File: src/rtl/simplerisc_imm_pkg.sv
// Shared constants and types for the SimpleRISC immediate / branch-target generator.
//   - Modifier encodings carried in instr[17:16].
//   - Field positions of the immediate, modifier and branch offset.
//   - Packed result entry {pc, immx, target} at the default 32-bit XLEN.
package simplerisc_imm_pkg;

  localparam logic [1:0] MOD_DEF = 2'b00;
  localparam logic [1:0] MOD_U   = 2'b01;
  localparam logic [1:0] MOD_H   = 2'b10;

  localparam int unsigned IMM_LSB = 0;
  localparam int unsigned IMM_MSB = 15;
  localparam int unsigned MOD_LSB = 16;
  localparam int unsigned MOD_MSB = 17;
  localparam int unsigned OFF_MSB = 26;

  localparam int unsigned XLEN_DEF = 32;

  typedef struct packed {
    logic [XLEN_DEF-1:0] pc;
    logic [XLEN_DEF-1:0] immx;
    logic [XLEN_DEF-1:0] target;
  } imm_entry_t;

endpackage

File: src/rtl/imm_branch_gen_pipe_if.sv
// Handshake bundle between decode, the immediate generator and execute.
//   master: decode/execute side (drives in_*, flush, out_ready)
//   slave : generator side (drives in_ready, out_*)
interface imm_branch_gen_pipe_if #(
  parameter int unsigned XLEN = 32
) ();
  logic            in_valid;
  logic            in_ready;
  logic [XLEN-1:0] in_pc;
  logic [31:0]     in_instr;
  logic            flush;
  logic            out_valid;
  logic            out_ready;
  logic [XLEN-1:0] out_immx;
  logic [XLEN-1:0] out_branch_target;
  logic [XLEN-1:0] out_pc;

  modport master (
    output in_valid, in_pc, in_instr, flush, out_ready,
    input  in_ready, out_valid, out_immx, out_branch_target, out_pc
  );

  modport slave (
    input  in_valid, in_pc, in_instr, flush, out_ready,
    output in_ready, out_valid, out_immx, out_branch_target, out_pc
  );
endinterface

File: src/rtl/imm_skid_buf.sv
// Two-entry valid/ready skid buffer with synchronous flush.
//   i_wr_valid/o_wr_ready/i_wr_data : producer side
//   o_rd_valid/i_rd_ready/o_rd_data : consumer side, o_rd_data is always the head
//   i_flush : empties the buffer; a same-cycle write is dropped, a same-cycle read completes
module imm_skid_buf #(
  parameter int unsigned Width = 96
) (
  input  logic             clk,
  input  logic             rst_n,
  input  logic             i_flush,
  input  logic             i_wr_valid,
  output logic             o_wr_ready,
  input  logic [Width-1:0] i_wr_data,
  output logic             o_rd_valid,
  input  logic             i_rd_ready,
  output logic [Width-1:0] o_rd_data
);
  typedef enum logic [1:0] {StEmpty, StOne, StTwo} state_e;

  state_e             r_state;
  state_e             w_state_nxt;
  logic               r_in_ready;
  logic [Width-1:0]   r_head;
  logic [Width-1:0]   r_tail;
  logic               w_wr;
  logic               w_rd;

  assign w_wr = i_wr_valid & r_in_ready & ~i_flush;
  assign w_rd = i_rd_ready & (r_state != StEmpty);

  always_ff @(posedge clk or negedge rst_n) begin
    if (!rst_n) begin
      r_state    <= StEmpty;
      r_in_ready <= 1'b1;
    end else begin
      r_state    <= w_state_nxt;
      // Registered ready, looked ahead from the next state.
      r_in_ready <= (w_state_nxt != StTwo);
    end
  end

  always_comb begin
    w_state_nxt = r_state;
    if (i_flush) begin
      w_state_nxt = StEmpty;
    end else begin
      unique case (r_state)
        StEmpty: if (w_wr) w_state_nxt = StOne;
        StOne: begin
          if (w_wr && !w_rd)      w_state_nxt = StTwo;
          else if (!w_wr && w_rd) w_state_nxt = StEmpty;
        end
        StTwo:   if (w_rd) w_state_nxt = StOne;
        default: w_state_nxt = StEmpty;
      endcase
    end
  end

  always_ff @(posedge clk or negedge rst_n) begin
    if (!rst_n) begin
      r_head <= '0;
      r_tail <= '0;
    end else begin
      // Head takes the new entry when it is (or is becoming) the only one.
      if (w_wr && (r_state == StEmpty || (r_state == StOne && w_rd))) begin
        r_head <= i_wr_data;
      end else if (w_rd && r_state == StTwo) begin
        r_head <= r_tail;
      end
      if (w_wr && r_state == StOne && !w_rd) begin
        r_tail <= i_wr_data;
      end
    end
  end

  always_comb begin
    o_rd_valid = (r_state != StEmpty);
    o_wr_ready = r_in_ready;
  end

  assign o_rd_data = r_head;
endmodule

File: src/rtl/imm_branch_gen_pipe.sv
// Pipelined SimpleRISC immediate and branch-target generator.
//   clk, rst_n : clock, asynchronous active-low reset
//   bus        : slave side of the decode/execute handshake bundle (inputs, flush, results)
// Decode is combinational on the input side; results plus the PC are queued in imm_skid_buf.
module imm_branch_gen_pipe
  import simplerisc_imm_pkg::*;
#(
  parameter int unsigned XLEN      = 32,
  parameter int unsigned OFF_SHIFT = 0,
  parameter int unsigned MOD_EN    = 1
) (
  input logic                 clk,
  input logic                 rst_n,
  imm_branch_gen_pipe_if.slave bus
);
  localparam int unsigned EntryW = 3 * XLEN;

  logic [15:0]       w_imm;
  logic [1:0]        w_mod;
  logic [XLEN-1:0]   w_immx;
  logic [XLEN-1:0]   w_off;
  logic [XLEN-1:0]   w_target;
  logic [EntryW-1:0] w_wr_data;
  logic [EntryW-1:0] w_rd_data;
  logic              w_unused_bits;

  assign w_imm = bus.in_instr[IMM_MSB:IMM_LSB];
  assign w_mod = bus.in_instr[MOD_MSB:MOD_LSB];

  always_comb begin
    w_immx = '0;
    if (MOD_EN != 0) begin
      unique case (w_mod)
        MOD_U:   w_immx = XLEN'(w_imm);
        MOD_H:   w_immx = XLEN'({w_imm, 16'h0000});
        default: w_immx = XLEN'($signed(w_imm));  // MOD_DEF and reserved 2'b11
      endcase
    end else begin
      w_immx = XLEN'($signed(bus.in_instr[MOD_MSB:IMM_LSB]));
    end
  end

  assign w_off    = XLEN'($signed(bus.in_instr[OFF_MSB:0]));
  assign w_target = bus.in_pc + (w_off << OFF_SHIFT);

  assign w_wr_data     = {bus.in_pc, w_immx, w_target};
  assign w_unused_bits = ^bus.in_instr[31:OFF_MSB+1];

  imm_skid_buf #(
    .Width (EntryW)
  ) u_skid (
    .clk        (clk),
    .rst_n      (rst_n),
    .i_flush    (bus.flush),
    .i_wr_valid (bus.in_valid),
    .o_wr_ready (bus.in_ready),
    .i_wr_data  (w_wr_data),
    .o_rd_valid (bus.out_valid),
    .i_rd_ready (bus.out_ready),
    .o_rd_data  (w_rd_data)
  );

  assign bus.out_pc            = w_rd_data[3*XLEN-1:2*XLEN];
  assign bus.out_immx          = w_rd_data[2*XLEN-1:XLEN];
  assign bus.out_branch_target = w_rd_data[XLEN-1:0];
endmodule

File: src/flat_wrapper.sv
// flat-port wrapper written by rule: the top's interface ports become plain ports
module imm_branch_gen_pipe_flat import simplerisc_imm_pkg::*;
#(
  parameter int unsigned XLEN      = 32,
  parameter int unsigned OFF_SHIFT = 0,
  parameter int unsigned MOD_EN    = 1
)
  (clk, rst_n, bus_in_valid, bus_in_pc, bus_in_instr, bus_flush, bus_out_ready, bus_in_ready, bus_out_valid, bus_out_immx, bus_out_branch_target, bus_out_pc);
  imm_branch_gen_pipe_if #(.XLEN(XLEN)) bus_i ();
  input logic clk;
  input logic rst_n;
  input wire logic [$bits(bus_i.in_valid)-1:0] bus_in_valid;
  input wire logic [$bits(bus_i.in_pc)-1:0] bus_in_pc;
  input wire logic [$bits(bus_i.in_instr)-1:0] bus_in_instr;
  input wire logic [$bits(bus_i.flush)-1:0] bus_flush;
  input wire logic [$bits(bus_i.out_ready)-1:0] bus_out_ready;
  output wire logic [$bits(bus_i.in_ready)-1:0] bus_in_ready;
  output wire logic [$bits(bus_i.out_valid)-1:0] bus_out_valid;
  output wire logic [$bits(bus_i.out_immx)-1:0] bus_out_immx;
  output wire logic [$bits(bus_i.out_branch_target)-1:0] bus_out_branch_target;
  output wire logic [$bits(bus_i.out_pc)-1:0] bus_out_pc;
  assign bus_i.in_valid = bus_in_valid;
  assign bus_i.in_pc = bus_in_pc;
  assign bus_i.in_instr = bus_in_instr;
  assign bus_i.flush = bus_flush;
  assign bus_i.out_ready = bus_out_ready;
  assign bus_in_ready = bus_i.in_ready;
  assign bus_out_valid = bus_i.out_valid;
  assign bus_out_immx = bus_i.out_immx;
  assign bus_out_branch_target = bus_i.out_branch_target;
  assign bus_out_pc = bus_i.out_pc;
  imm_branch_gen_pipe #(.XLEN(XLEN), .OFF_SHIFT(OFF_SHIFT), .MOD_EN(MOD_EN)) u_core (.clk(clk), .rst_n(rst_n), .bus(bus_i));
endmodule
File: config.mk
export PLATFORM = sky130hd
export DESIGN_NAME = imm_branch_gen_pipe_flat
export DESIGN_NICKNAME = d
export VERILOG_FILES = /design/src/rtl/simplerisc_imm_pkg.sv /design/src/rtl/imm_branch_gen_pipe_if.sv /design/src/rtl/imm_skid_buf.sv /design/src/rtl/imm_branch_gen_pipe.sv /design/src/flat_wrapper.sv
export SDC_FILE = /design/constraint.sdc
export NUM_CORES = 1
export LEC_CHECK = 0
export ABC_CLOCK_PERIOD_IN_PS = 3600
export CAP_MARGIN = 10
export CORE_ASPECT_RATIO = 1.25
export CORE_MARGIN = 1.5
export CORE_UTILIZATION = 59
export CTS_BUF_LIST = sky130_fd_sc_hd__clkbuf_4 sky130_fd_sc_hd__clkbuf_8 sky130_fd_sc_hd__clkbuf_16
export DETAILED_ROUTE_END_ITERATION = 8
export PLACE_DENSITY = 0.87
export SLEW_MARGIN = 15
export SYNTH_ARGS = -nofsm -noshare
export SYNTH_HDL_FRONTEND = slang
export SYNTH_SLANG_ARGS = --single-unit
File: constraint.sdc
create_clock -name clk -period 3.6 [get_ports clk]
set_input_delay 1.08 -clock clk [delete_from_list [all_inputs] [get_ports clk]]
set_output_delay 1.08 -clock clk [all_outputs]
set_load 0.01 [all_outputs]
# Yosys cells after proc, flatten, opt, wreduce, memory -nomap -nowiden
# Cells that the tools add are included.
dict set report op_classes {
  n_reduce_logical 13
  addsub 1
  bitwise_logic 4
  n_eq_ne 5
  mux 9
}
# operator n
set ops {}
lappend ops {{$mux W96} 2}
lappend ops {{$pmux W32 S2} 1}
lappend ops {{$add A32 B32 Y32} 1}
lappend ops {{$mux W2} 5}
lappend ops {{$logic_and A1 B1 Y1} 7}
lappend ops {{$pmux W2 S3} 1}
lappend ops {{$eq A2 B1 Y1 const B} 2}
lappend ops {{$eq A2 B2 Y1 const B} 2}
lappend ops {{$reduce_bool A2 Y1} 2}
lappend ops {{$and A1 B1 Y1} 3}
lappend ops {{$logic_not A1 Y1} 2}
lappend ops {{$logic_not A2 Y1} 1}
lappend ops {{$ne A2 B2 Y1 const B} 1}
lappend ops {{$logic_or A1 B1 Y1} 1}
lappend ops {{$not A1 Y1} 1}
dict set report totals {
  ff_bits 195
  word_cells 36
  input_bits 69
}

# Longest topological paths before layout
dict set report logic_depth {
  word_depth 9
  ltp_mapped 9
  ltp_nobuf 8
}

# Hierarchy
# Synthesis repeated with hierarchy kept, for this count alone.
dict set report unflattened {
  hier_cells 943
  hier_area_um2 10505.1
}
# module area_each_um2 n_inst seq_area_each_um2 cells_per_inst
set by_module_without_submodules {}
lappend by_module_without_submodules {imm_skid_buf 8363.0 1 4880.9 634}
lappend by_module_without_submodules {imm_branch_gen_pipe 2142.1 1 0.0 309}

# Least setup slack after synthesis
# Ideal clock, no wire load.
dict set report synth_timing {
  kind {in2reg}
  start {input port bus_in_instr[4]}
  end {register u_core.u_skid.r_head[25] (netlist: u_core.u_skid.o_rd_data[25])}
  cell_stages 7
  path_slack_ns 0.565
  path_buffers 0
  required_time_ns 3.476
  arrival_ns 2.911
  cell_sequence {ha_1 nand2_2 or3b_4 a2111o_1 a21oi_2 mux2i_1 o31a_1}
}
dict set report synth_between {
  elab_chain_cells 2
}
# element line
set synth_rtl {}
lappend synth_rtl {{start: declaration} flat_wrapper.sv:14} ;# input wire logic [$bits(bus_i.in_instr)-1:0] bus_in_instr;
lappend synth_rtl {{$add A32 B32 Y32} imm_branch_gen_pipe.sv:44} ;# assign w_target = bus.in_pc + (w_off << OFF_SHIFT);
lappend synth_rtl {{$mux W96} imm_skid_buf.sv:65} ;# if (w_wr && (r_state == StEmpty || (r_state == StOne && w_rd))) begin
lappend synth_rtl {{end signal: assignment} imm_skid_buf.sv:66} ;# r_head <= i_wr_data;
lappend synth_rtl {{end signal: assignment} imm_skid_buf.sv:68} ;# r_head <= r_tail;
lappend synth_rtl {{end: declaration} imm_skid_buf.sv:23} ;# logic [Width-1:0] r_head;
# No other way between the ends.
# A chain may end at the register's enable or synchronous reset.

# Worst setup path after layout
dict set report layout_timing {
  start {input port bus_in_pc[0]}
  end {register u_core.u_skid.r_head[28] (netlist: u_core.u_skid.o_rd_data[28])}
}
dict set report layout_between {
  elab_chain_cells 2
}
# element line
set layout_rtl {}
lappend layout_rtl {{start: declaration} flat_wrapper.sv:13} ;# input wire logic [$bits(bus_i.in_pc)-1:0] bus_in_pc;
lappend layout_rtl {{$add A32 B32 Y32} imm_branch_gen_pipe.sv:44}
lappend layout_rtl {{$mux W96} imm_skid_buf.sv:65}
# No other way between the ends.

==> metrics <==
most numerous cell in the Yosys netlist=nand2_1; Antenna diodes=0; crit path max-delay cell type=clkdlybuf4s50_1; aggregate global-route resource usage=35.9%; Hold Vio Cnt, Final=0; Required @ worst endpoint=3910 ps; placed inst area=0.0128 mm^2; Layout Nets=1,507; min-delay worst type=flip-flop to flip-flop; CTS buffer count=17; EDFF count, synth=0; synth top area cells=dfrtp_1, nand2_1, ha_1, a22oi_1, a21oi_1; Synthesized Nets=1,298; num rows=54; Die Wd=122 um; worst r2r src=u_core.u_skid.o_wr_ready; CTS HTree Levels=4; DR vias/cell=6.23; most used cell along the critical path=a21oi_1; Top FF cell, synth=dfrtp_1; RSZ-0062 raised after global routing=false; CTS clk-pin slew, worst paths=70 ps; vias in the first global route=10,200; reg2reg path depth=4; hold path depth=2; First-pass DRT Iterations=5; drt wl/cell=19.8 um; final wirelength=32.4 mm; worst reg2reg setup slack=1290 ps; global-route wire length before repair=51.0 mm; DP HPWL=22.3 mm; fin util=77.3%; CP delay by family, top=compound AO/OA/AOI/OAI gates; clock latency on the worst-skew pair=440 ps; Resize count post-CTS=0; Post-DRT Antenna Nets=0; share of the synthesized area in the top cell type=46.8%; CP peak stage delay=480 ps; die height=151 um; DRC Markers=0; global placement routability congestion=0.937; synth cell count leaders=nand2_1, dfrtp_1, a21oi_1; maxcap violations=0; worst r2r dst=u_core.u_skid.o_rd_data[11]; distinct cell type count of the synthesized netlist=69; Cell Pwr Density=520 mW/mm^2; CTS tree=built; I/O Pins=167; initial core utilization=59.8%; Slew headroom=33.1%; setup bufs post-CTS=0; PortBufs=161; Max clock buf depth=2; largest net degree at the start of global routing=80; drt initial violations=1,042; Final Max Tran Viols=0; Setup violations, final=0; share of cells above drive strength 1=12.0%; initial antenna violation count=0; synthesized flop and latch total=195; worst path arrival time=3810 ps; Crit Path Category=input port to flip-flop; clock skew=10.7 ps; via count=10,200; Hold Startpoint=u_core.u_skid.r_tail[47]; Seq/Total Area, Yosys=47.0%; CP endpoint kind=flip-flop; cts hold-fix bufs=0; clk root buf=clkbuf_16; Finished Cell Area=0.0134 mm^2; worst vdd ir=0.337 mV; fin crit share=97.1%; Synth area leader=dfrtp_1; Worst setup SP type=input port; LEAKAGE=6.33 nW; core area=0.0174 mm^2; slew at the pin closest to its max-slew limit=1000 ps; crit path max fanout=3; Area growth, synth to finish=29.2%; async set or reset register ratio after synthesis=100%; clock sinks=195; Max Freq=0.286 GHz; Ys Warns=0; minimum clock period after layout=3500 ps; grt ovf=0; syn avg cell area=8.69 um^2; CP bufs+invs=2; die area=0.0184 mm^2; Synth Cell Area=0.0104 mm^2; status=completed; crit-path cells=clkdlybuf4s50_1 -> ha_1 -> fa_1 -> a21oi_1 -> o21ai_0 -> a32oi_1 -> a21oi_1 -> nor4_1 -> buf_4 -> o31ai_1; Hold Path End=u_core.u_skid.o_rd_data[47]; Cells after Synth=1,195
==> registers in the layout (all words and copies together) (netlist names) <==
name	flops
u_core.u_skid.o_rd_data	96
u_core.u_skid.o_wr_ready	1
u_core.u_skid.r_tail	96
u_core.u_skid.r_state	2
==> where the power goes <==
| group | switching [W] | total, W | internal [W] | leakage, nW |
|---|---|---|---|---|
| registers | 0.000333 | 0.00306 | 0.00273 | 2.43 |
| clock network | 0.000935 | 0.00185 | 0.000919 | 0.273 |
| logic | 0.00105 | 0.00207 | 0.00101 | 3.63 |
| total | 0.00232 | 0.00698 | 0.00466 | 6.33 |
==> worst register-to-register path, cell delays in order (launching register included) <==
cell and delay, ps:
dfstp_2 540, nand2_1 100, or4_2 910, buf_4 340, o31ai_1 320
==> worst max path at each step <==
stage / startpoint / endpoint / slack, ps / cells after the start
2_1_floorplan: bus_in_instr[4] / u_core.u_skid.o_rd_data[25] / 570 / 7
3_3_place_gp: bus_in_pc[0] / u_core.u_skid.r_tail[28] / -110 / 10
3_5_place_dp: bus_in_pc[0] / u_core.u_skid.r_tail[28] / -290 / 10
4_1_cts: bus_in_pc[0] / u_core.u_skid.o_rd_data[28] / 160 / 10
5_1_grt: bus_in_instr[0] / u_core.u_skid.r_tail[28] / 20 / 10
6_report: bus_in_pc[0] / u_core.u_skid.o_rd_data[28] / 100 / 10
==> cells in the final DEF (no fill, tap or decap), types with 9 or more instances in the layout <==
cell	n
and3_1	9
a21o_1	17
nand3_1	30
nand2_1	372
a22oi_1	54
ha_1	33
o31ai_1	15
nor3_1	10
o21ai_0	47
and2_0	14
a211oi_1	25
a31oi_1	10
xnor2_1	9
nand4_1	18
mux2i_1	9
a21oi_1	69
clkbuf_16	17
o21a_1	10
nor2_1	43
dfrtp_1	194
buf_4	105
clkdlybuf4s50_1	160
inv_1	13
==> kinds of logic after synthesis <==
kind of cell    after synthesis  synth area share [%]
fa+ha+maj                    34                  4.17
flops                       195                  47.0
xor+xnor                     15                  1.27
simple gates                545                  22.8
mux                          12                  1.19
compound gates              299                  19.6
buf+inv                      95                  3.99
==> layer usage <==
metal  global-route usage [%]  vias to the layer above  part of all wire (%)
met1                     42.2                     4934                    37
li1                         -                     4602                     -
met4                     22.4                        0                   6.1
met3                     5.50                      149                   6.2
met5                        0                        -                     0
met2                     61.6                      538                    51
==> per-stage QoR <==
stage               setup slack [ps]  total power [W]  setup TNS, ps  hold WS (ps)  std cells
finish                           104          0.00698              0           471       1640
global route                    19.8          0.00730              0           494       1640
floorplan                        565          0.00402              0           439       1195
global placement                -114          0.00500          -1280           447       1609
detailed placement              -289          0.00511          -3400           456       1609
CTS                              156          0.00697              0           476       1640
==> cell type report <==
type	count	area, um^2
multi-input cells	905	5120
flip-flops and latches	195	4880
fillers	1148	3950
repair buffers	272	2520
clock buffers	17	425
well taps	224	280
clock inverters	14	140
inverters	13	48.8
(Power assumes the default switching activity.)
